`src/rtl/host_rd_master_if.sv`:
```
// Signal bundle between the host read master and its request FIFO, read FIFO,
// command source and response consumer.
interface host_rd_master_if #(
    parameter int DATA_WIDTH = 32,
    parameter int ADDR_W     = 24,
    parameter int LEN_W      = 8
);
    logic                  cmd_valid;
    logic                  cmd_ready;
    logic [ADDR_W-1:0]     cmd_addr;
    logic [LEN_W-1:0]      cmd_len;

    logic [DATA_WIDTH-1:0] req_fifo_data_in;
    logic                  req_fifo_enq;
    logic                  req_fifo_wrfull;

    logic [DATA_WIDTH-1:0] read_fifo_data_out;
    logic                  read_fifo_deq;
    logic                  read_fifo_rdempty;

    logic [DATA_WIDTH-1:0] rsp_data;
    logic                  rsp_valid;
    logic                  rsp_ready;
    logic                  rsp_last;

    logic                  done;
    logic                  err;
    logic                  busy;

    modport master (
        input  cmd_valid, cmd_addr, cmd_len,
        input  req_fifo_wrfull,
        input  read_fifo_data_out, read_fifo_rdempty,
        input  rsp_ready,
        output cmd_ready,
        output req_fifo_data_in, req_fifo_enq,
        output read_fifo_deq,
        output rsp_data, rsp_valid, rsp_last,
        output done, err, busy
    );

    modport slave (
        output cmd_valid, cmd_addr, cmd_len,
        output req_fifo_wrfull,
        output read_fifo_data_out, read_fifo_rdempty,
        output rsp_ready,
        input  cmd_ready,
        input  req_fifo_data_in, req_fifo_enq,
        input  read_fifo_deq,
        input  rsp_data, rsp_valid, rsp_last,
        input  done, err, busy
    );
endinterface

```
`src/rtl/host_rd_master.sv`:
```
// Host read initiator: encodes one read command into a request word, then
// streams the returned words to the consumer, one command outstanding at a time.
module host_rd_master #(
    parameter int DATA_WIDTH = 32,
    parameter int ADDR_W     = 24,
    parameter int LEN_W      = 8,
    parameter int MAX_WORDS  = 8,
    parameter int TIMEOUT    = 256
) (
    input  logic clk,
    input  logic rst,
    host_rd_master_if.master bus
);
    localparam int TCNT_W = $clog2(TIMEOUT);
    localparam logic [LEN_W-1:0]  MAX_LEN  = LEN_W'(MAX_WORDS);
    localparam logic [LEN_W-1:0]  ONE      = LEN_W'(1);
    localparam logic [TCNT_W-1:0] TCNT_END = TCNT_W'(TIMEOUT - 1);
    localparam logic [TCNT_W-1:0] TCNT_SAT = {TCNT_W{1'b1}};

    typedef enum logic [1:0] {IDLE, PUSH, COLLECT} state_t;

    state_t            state, state_next;
    logic [ADDR_W-1:0] addr_q, addr_next;
    logic [LEN_W-1:0]  len_q, len_next;
    logic [LEN_W-1:0]  remaining, remaining_next;
    logic [TCNT_W-1:0] tcnt, tcnt_next;
    logic              done_q, done_next;
    logic              err_q, err_next;
    logic              cmd_ready;
    logic              enq, deq, rsp_valid, rsp_last;

    assign cmd_ready = (state == IDLE) && bus.read_fifo_rdempty;

    always_comb begin
        // NOTE: every output of this block gets a default first so no path
        // through the case leaves a variable unassigned (no latch inferred).
        state_next     = state;
        addr_next      = addr_q;
        len_next       = len_q;
        remaining_next = remaining;
        tcnt_next      = tcnt;
        done_next      = 1'b0;
        err_next       = 1'b0;
        enq            = 1'b0;
        deq            = 1'b0;
        rsp_valid      = 1'b0;
        rsp_last       = 1'b0;

        case (state)
            IDLE: begin
                if (!bus.read_fifo_rdempty) begin
                    // Word with no command behind it: drop it and flag it.
                    deq      = 1'b1;
                    err_next = 1'b1;
                end else if (bus.cmd_valid) begin
                    if (bus.cmd_len == '0 || bus.cmd_len > MAX_LEN) begin
                        err_next = 1'b1;
                    end else begin
                        addr_next      = bus.cmd_addr;
                        len_next       = bus.cmd_len;
                        remaining_next = bus.cmd_len;
                        state_next     = PUSH;
                    end
                end
            end
            PUSH: begin
                if (!bus.req_fifo_wrfull) begin
                    enq        = 1'b1;
                    tcnt_next  = '0;
                    state_next = COLLECT;
                end
            end
            COLLECT: begin
                rsp_valid = !bus.read_fifo_rdempty;
                rsp_last  = rsp_valid && (remaining == ONE);
                deq       = rsp_valid && bus.rsp_ready;
                if (deq) begin
                    tcnt_next = '0;
                    if (remaining == ONE) begin
                        state_next = IDLE;
                        done_next  = 1'b1;
                    end else begin
                        remaining_next = remaining - ONE;
                    end
                end else if (tcnt == TCNT_END) begin
                    err_next   = 1'b1;
                    state_next = IDLE;
                end else if (tcnt != TCNT_SAT) begin
                    tcnt_next = tcnt + TCNT_W'(1);
                end
            end
            default: state_next = IDLE;
        endcase
    end

    // NOTE: non-blocking assignments here so every register samples the
    // pre-edge values regardless of statement order.
    always_ff @(posedge clk) begin
        if (rst) begin
            state     <= IDLE;
            remaining <= '0;
            tcnt      <= '0;
            done_q    <= 1'b0;
            err_q     <= 1'b0;
        end else begin
            state     <= state_next;
            remaining <= remaining_next;
            tcnt      <= tcnt_next;
            done_q    <= done_next;
            err_q     <= err_next;
        end
    end

    // NOTE: the latched command is pure datapath, only read after it has been
    // loaded in IDLE, so it carries no reset.
    always_ff @(posedge clk) begin
        addr_q <= addr_next;
        len_q  <= len_next;
    end

    assign bus.cmd_ready        = cmd_ready;
    assign bus.req_fifo_data_in = DATA_WIDTH'({len_q, addr_q});
    assign bus.req_fifo_enq     = enq;
    assign bus.read_fifo_deq    = deq;
    assign bus.rsp_data         = bus.read_fifo_data_out;
    assign bus.rsp_valid        = rsp_valid;
    assign bus.rsp_last         = rsp_last;
    assign bus.done             = done_q;
    assign bus.err              = err_q;
    assign bus.busy             = (state != IDLE);
endmodule

```
`src/flat_wrapper.sv`:
```
// flat-port wrapper written by rule: the top's interface ports become plain ports
module host_rd_master_flat 
#(
    parameter int DATA_WIDTH = 32,
    parameter int ADDR_W     = 24,
    parameter int LEN_W      = 8,
    parameter int MAX_WORDS  = 8,
    parameter int TIMEOUT    = 256
)
  (clk, rst, bus_cmd_valid, bus_cmd_addr, bus_cmd_len, bus_req_fifo_wrfull, bus_read_fifo_data_out, bus_read_fifo_rdempty, bus_rsp_ready, bus_cmd_ready, bus_req_fifo_data_in, bus_req_fifo_enq, bus_read_fifo_deq, bus_rsp_data, bus_rsp_valid, bus_rsp_last, bus_done, bus_err, bus_busy);
  host_rd_master_if #(.DATA_WIDTH(DATA_WIDTH), .ADDR_W(ADDR_W), .LEN_W(LEN_W)) bus_i ();
  input  logic clk;
  input  logic rst;
  input wire logic [$bits(bus_i.cmd_valid)-1:0] bus_cmd_valid;
  input wire logic [$bits(bus_i.cmd_addr)-1:0] bus_cmd_addr;
  input wire logic [$bits(bus_i.cmd_len)-1:0] bus_cmd_len;
  input wire logic [$bits(bus_i.req_fifo_wrfull)-1:0] bus_req_fifo_wrfull;
  input wire logic [$bits(bus_i.read_fifo_data_out)-1:0] bus_read_fifo_data_out;
  input wire logic [$bits(bus_i.read_fifo_rdempty)-1:0] bus_read_fifo_rdempty;
  input wire logic [$bits(bus_i.rsp_ready)-1:0] bus_rsp_ready;
  output wire logic [$bits(bus_i.cmd_ready)-1:0] bus_cmd_ready;
  output wire logic [$bits(bus_i.req_fifo_data_in)-1:0] bus_req_fifo_data_in;
  output wire logic [$bits(bus_i.req_fifo_enq)-1:0] bus_req_fifo_enq;
  output wire logic [$bits(bus_i.read_fifo_deq)-1:0] bus_read_fifo_deq;
  output wire logic [$bits(bus_i.rsp_data)-1:0] bus_rsp_data;
  output wire logic [$bits(bus_i.rsp_valid)-1:0] bus_rsp_valid;
  output wire logic [$bits(bus_i.rsp_last)-1:0] bus_rsp_last;
  output wire logic [$bits(bus_i.done)-1:0] bus_done;
  output wire logic [$bits(bus_i.err)-1:0] bus_err;
  output wire logic [$bits(bus_i.busy)-1:0] bus_busy;
  assign bus_i.cmd_valid = bus_cmd_valid;
  assign bus_i.cmd_addr = bus_cmd_addr;
  assign bus_i.cmd_len = bus_cmd_len;
  assign bus_i.req_fifo_wrfull = bus_req_fifo_wrfull;
  assign bus_i.read_fifo_data_out = bus_read_fifo_data_out;
  assign bus_i.read_fifo_rdempty = bus_read_fifo_rdempty;
  assign bus_i.rsp_ready = bus_rsp_ready;
  assign bus_cmd_ready = bus_i.cmd_ready;
  assign bus_req_fifo_data_in = bus_i.req_fifo_data_in;
  assign bus_req_fifo_enq = bus_i.req_fifo_enq;
  assign bus_read_fifo_deq = bus_i.read_fifo_deq;
  assign bus_rsp_data = bus_i.rsp_data;
  assign bus_rsp_valid = bus_i.rsp_valid;
  assign bus_rsp_last = bus_i.rsp_last;
  assign bus_done = bus_i.done;
  assign bus_err = bus_i.err;
  assign bus_busy = bus_i.busy;
  host_rd_master #(.DATA_WIDTH(DATA_WIDTH), .ADDR_W(ADDR_W), .LEN_W(LEN_W), .MAX_WORDS(MAX_WORDS), .TIMEOUT(TIMEOUT)) u_core (.clk(clk), .rst(rst), .bus(bus_i));
endmodule
```
`config.mk`:
```
export PLATFORM = sky130hd
export DESIGN_NAME = host_rd_master_flat
export DESIGN_NICKNAME = d
export VERILOG_FILES = /design/src/rtl/host_rd_master_if.sv /design/src/rtl/host_rd_master.sv /design/src/flat_wrapper.sv
export SDC_FILE = /design/constraint.sdc
export NUM_CORES = 1
export LEC_CHECK = 0
export CORE_MARGIN = 4
export CORE_UTILIZATION = 30
export CTS_CLUSTER_DIAMETER = 120
export DETAILED_ROUTE_END_ITERATION = 7
export GPL_ROUTABILITY_DRIVEN = 0
export PLACE_DENSITY = 0.68
export SLEW_MARGIN = 20
export SYNTH_ARGS = -nofsm -noshare
export SYNTH_HDL_FRONTEND = slang
export SYNTH_SLANG_ARGS = --single-unit
export TNS_END_PERCENT = 1
```
`constraint.sdc`:
```
create_clock -name clk -period 2.4 [get_ports clk]
set_clock_uncertainty 0.05 [all_clocks]
set_input_delay 0.48 -clock clk [delete_from_list [all_inputs] [get_ports clk]]
set_output_delay 0.48 -clock clk [all_outputs]
set_load 0.01 [all_outputs]
```
# Word-level counts from Yosys, hierarchy flattened
# Cells that the tools add are included.
# Widths: inputs -> output; s select.
# word_totals
elab_cells	75
register_bits	52
output_inout_bits	72
# classes
eq_ne	15
bitwise_logic	3
n_reduce_logical	15
magnitude_cmp	1
add_sub_neg	2
mux	32
# ops
cell	count
$mux 8	9
$pmux 8 s2	2
$mux 2	7
$reduce_and 6->1	2
$mux 1	11
$ne 2x2->1 const B	5
$add 8x1->8 const B	1
$eq 8x1->1 const B	1
$eq 8x8->1 const B	1
$gt 8x4->1 const B	1
$logic_not 8->1	1
$ne 8x8->1 const B	1
$reduce_and 4->1	2
$sub 8x1->8 const B	1
$ne 3x1->1 const B	2
$ne 3x2->1 const B	2
$pmux 2 s3	1
$reduce_bool 2->1	3
$pmux 1 s2	2
$logic_and 1x1->1	3
$not 1->1	3
$reduce_or 3->1	1
$eq 2x1->1 const B	1
$eq 2x2->1 const B	1
4 further kinds	4

# Logic depth before layout (Yosys ltp)
# logic_depth
depth_word	6
mapped_depth	7

# Least setup slack after synthesis
# Ideal clock, no wire load.
# synth_path
path_kind	input -> register
start	in bus_cmd_len[5]
end	reg u_core.remaining[6]
stages	4
arrival_time_ps	2256
setup_ps	101
setup_slack_ps	-7
cell_sequence	nor4_1 and4_1 a21oi_4 o41ai_1
# synth_via
elab_chain_cells	4
word_cells_on_any_way	5
cone_classes	order compare (1); eq/ne (1); reduce/logical (3)
# synth_lines
element	line	rtl
start: declaration	flat_wrapper.sv:16	input wire logic [$bits(bus_i.cmd_len)-1:0] bus_cmd_len;
$gt 8x4->1 or $logic_not 8->1 (tied branches)	host_rd_master.sv:56	if (bus.cmd_len == '0 || bus.cmd_len > MAX_LEN) begin
$logic_or 1x1->1 (*)	host_rd_master.sv:56	
$ne 2x2->1 (no line) (*)	-	
$reduce_and 6->1 (no line) (*)	-	
end signal: assignment	host_rd_master.sv:107	remaining <= remaining_next;
end: declaration	host_rd_master.sv:25	logic [LEN_W-1:0] remaining, remaining_next;
# Every way passes the cells marked *; elsewhere a longest branch is shown, timed or not.
# A chain may end at the register's enable or synchronous reset.

# Worst setup path after layout
# layout_path
start	in bus_req_fifo_wrfull
end	out bus_req_fifo_enq
# layout_via
elab_chain_cells	2
# layout_lines
element	line	rtl
start: declaration	flat_wrapper.sv:17	input wire logic [$bits(bus_i.req_fifo_wrfull)-1:0] bus_req_fifo_wrfull;
$mux 1	host_rd_master.sv:67	if (!bus.req_fifo_wrfull) begin
$mux 1	host_rd_master.sv:49	case (state)
end: declaration	flat_wrapper.sv:23	output wire logic [$bits(bus_i.req_fifo_enq)-1:0] bus_req_fifo_enq;
# Every way passes these cells.

==> results by group <==
Status
  • Status: complete, no violations

Route
  • Via count: between 1,500 and 2,000
  • WL final: around 6.0 mm
  • DRT iter0 DRCs: 75
  • Routed len/inst: roughly 15 µm
  • Drt drc: 0
  • Via density: 4.967
  • Drt pass-1 iters: 4
  • ANT nets after route: 0

Worst setup path
  • Worst R2R End: u_core.tcnt[4]
  • Crit-path most repeated cell: clkdlybuf4s50_1
  • Kind of critical path: primary input to output pin
  • R2r startpoint: u_core.tcnt[0]
  • Critical Path End Type: output pin
  • Largest stage delay on the critical path: 0.59 ns
  • Required @ worst endpoint: around 1.9 ns
  • Worst r2r path cells: 6
  • CP Data Arrival Time: about 1.8 ns
  • Top delay family on crit path: buffers and inverters
  • Critical path cell sequence: clkdlybuf4s50_1, nor3b_4, clkdlybuf4s50_1
  • Setup crit start: bus_req_fifo_wrfull
  • WP depth: 3
  • CP startpoint kind: primary input
  • Worst reg-to-reg setup slack: 0.49 ns
  • CP bufs+invs: 2
  • Max Fanout on Critical Path: 4
  • Setup crit end: bus_req_fifo_enq
  • Slowest CP cell: clkdlybuf4s50_1

Place
  • IO Port Bufs: slightly below 80
  • Dpl cell area: 3393 µm²
  • Dpl hpwl: 4.675 mm
  • DP Cell Count: 390

STA
  • Period utilization: 98.34%
  • Tmin final: 2.360 ns
  • Fin. Hold Viols: 0
  • RSZ-0062 raised after global routing: true
  • Fmax: 423.7 MHz
  • Worst hold slack: between 0.4 and 0.5 ns
  • Worst-margin pin slew: 0.4775 ns
  • Final setup violation count: 0
  • Setup TNS Final: 0 ns
  • Slew HR: between 60% and 70%
  • Max-slew violations: 0

Layout
  • Area of the multi-input gates: slightly below 900 µm²
  • Storage element area: ~1400 µm²
  • Design area: 3513 µm²
  • Synth-to-Final Area Change: 37.78%
  • Ant diodes: 0
  • Fill count: 766
  • Final Instance Count excl. Fillers: 398
  • Share of cells above drive strength 1: about a fifth
  • Final Net Count: approximately 370

GRT
  • Largest net degree at the start of global routing: 29
  • Vias in the first global route: roughly 1,900
  • GRT Overall Usage: between 10 and 15%
  • First-pass GRT wire length: roughly 9 mm
  • Initial antenna violation count: 0
  • Total grt overflow: 0

Logic synthesis
  • Sequential element share of the synthesized area: a little over half
  • Synth top cells by count: buf_4, edfxtp_1, dfxtp_1
  • Syn nets: 293
  • Yosys top cell by area: edfxtp_1
  • Average cell area after synthesis: between 10 and 15 µm²
  • Largest cells by area after synthesis: edfxtp_1, dfxtp_1, buf_4
  • Synthesized area: 2550 µm²
  • Synthesized flop and latch total: 52
  • Number of flops mapped to enable cells by yosys: 32
  • Top_reg_cell synth: edfxtp_1
  • Top cell type's share of synthesized area: ~38%
  • Asr flop ratio synth: 0%
  • Synth unique cells: between 50 and 60
  • Synth warnings: 0
  • Cells after Synth: 220

Clock network
  • Worst-Skew Late Latency: 0.31 ns
  • TritonCTS clock tree: yes
  • Reg clk slew, reported paths: about 0.10 ns
  • H-Tree Depth: 2
  • Clock Sinks: 52
  • Clock buffer depth: 2
  • CTS Buf Count: 5
  • Clock Root Buffer: clkbuf_8

Hold path
  • Min-Delay Path Class: flip-flop to flip-flop

Run
  • Maxcap violations: 0

Floorplan
  • Initial Util: between 30 and 40%
  • Die H: approximately 100 µm
  • Row cnt: 33
  • Core ar.: between 8000 and 9000 µm²
  • Total die area: roughly 10,000 µm²
  • Num ports: 142
  • Die extent in x: between 100 and 150 µm

Power and ir drop
  • PwrDens: roughly 510 nW/µm²
  • Power, Total: roughly 0.0018 W
  • Peak supply drop: ~0.00024 V
  • Leak Pwr: approximately 1.3 nW
[logic make-up (layout without fill, tap and decap cells)]
| family | count (synthesis) | count (layout) | share of synthesized area (%) |
|---|---|---|---|
| AOI/OAI and AO/OA | 48 | 48 | 14.18 |
| adders and majority gates | 3 | 3 | 1.472 |
| buffers and inverters | 50 | 123 | 12.86 |
| and+or+nand+nor | 66 | 66 | 17.71 |
| DFF | 52 | 52 | 53.39 |
| muxes | 1 | 1 | 0.3926 |
[power breakdown]
group	internal [W]	total [W]	switching (W)
clock network	0.000314	0.000616	0.000302
registers	0.000956	0.000962	0.00000580
logic	0.000117	0.000206	0.0000888
[layout make-up]
cell class              instances  share of cell area, %
clock inverters                 3                  1.318
repair buffers                107                  28.53
flip-flops and latches         52                  38.78
clock buffers                   5                  1.959
inverters                       8                 0.8547
well taps                     105                  3.739
multi-input cells             118                  24.82
[tightest hold or removal path, delay by kind of cell, from the launching register on]
family	cells	cell delay [ns]
AO/OA/AOI/OAI	2	0.12
flip-flops	1	0.33
[worst min-delay path by stage]
stage / from / to / slack, ns / depth (start not counted)
6_report: u_core.tcnt[7] / u_core.tcnt[7] / 0.43 / 2
5_1_grt: u_core.tcnt[6] / u_core.tcnt[6] / 0.47 / 2
4_1_cts: u_core.tcnt[7] / u_core.tcnt[7] / 0.43 / 2
3_5_place_dp: u_core.tcnt[7] / u_core.tcnt[7] / 0.42 / 2
3_3_place_gp: u_core.tcnt[7] / u_core.tcnt[7] / 0.40 / 2
2_1_floorplan: u_core.remaining[7] / u_core.remaining[7] / 0.39 / 1
[per-stage QoR]
stage	setup WS [ns]	utilization [%]
6_report	0.03973	42.55
5_1_grt	-0.03348	42.55
4_1_cts	0.003477	42.50
3_5_place_dp	-0.09444	41.09
3_3_place_gp	-0.08068	41.09
2_1_floorplan	0.2183	-
[layer usage]
metal / vias up / GRT usage [%] / part of all wire (%)
li1: 950 / - / -
met1: 912 / 13.99 / 43
met2: 96 / 18.91 / 45
met3: 19 / 2.293 / 9.6
met4: 0 / 4.974 / 2.0
met5: - / 0 / 0
[state kept, by name, summed over array words and instances (netlist names)]
signal / cells
u_core.tcnt: 8
u_core.remaining: 8
u_core.addr_q: 24
u_core.bus.done: 1
u_core.state: 2
u_core.len_q: 8
u_core.bus.err: 1
[placed cells by master, fill, tap and decap left out, drive strengths merged, types with 5 or more instances in the layout]
| master | synthesis | layout |
|---|---|---|
| buf | 38 | 31 |
| clkdlybuf4s50 | 0 | 75 |
| nor2 | 9 | 9 |
| or4 | 7 | 7 |
| nand2 | 7 | 7 |
| nor3 | 5 | 5 |
| dfxtp | 20 | 20 |
| o21ai | 7 | 7 |
| or3 | 5 | 5 |
| edfxtp | 32 | 32 |
| inv | 8 | 9 |
| o31ai | 6 | 6 |
| a21oi | 12 | 12 |
| clkbuf | 4 | 5 |
[repair_timing]
item / 4_1_cts / 5_1_grt
gates cloned: 0 / 0
gates resized for setup: 7 / 2
setup buffers: 0 / 0
hold endpoints to repair: 0 / 0
hold buffers: 0 / 0
setup endpoints to repair: 2 / 3
(Power assumes the default switching activity.)
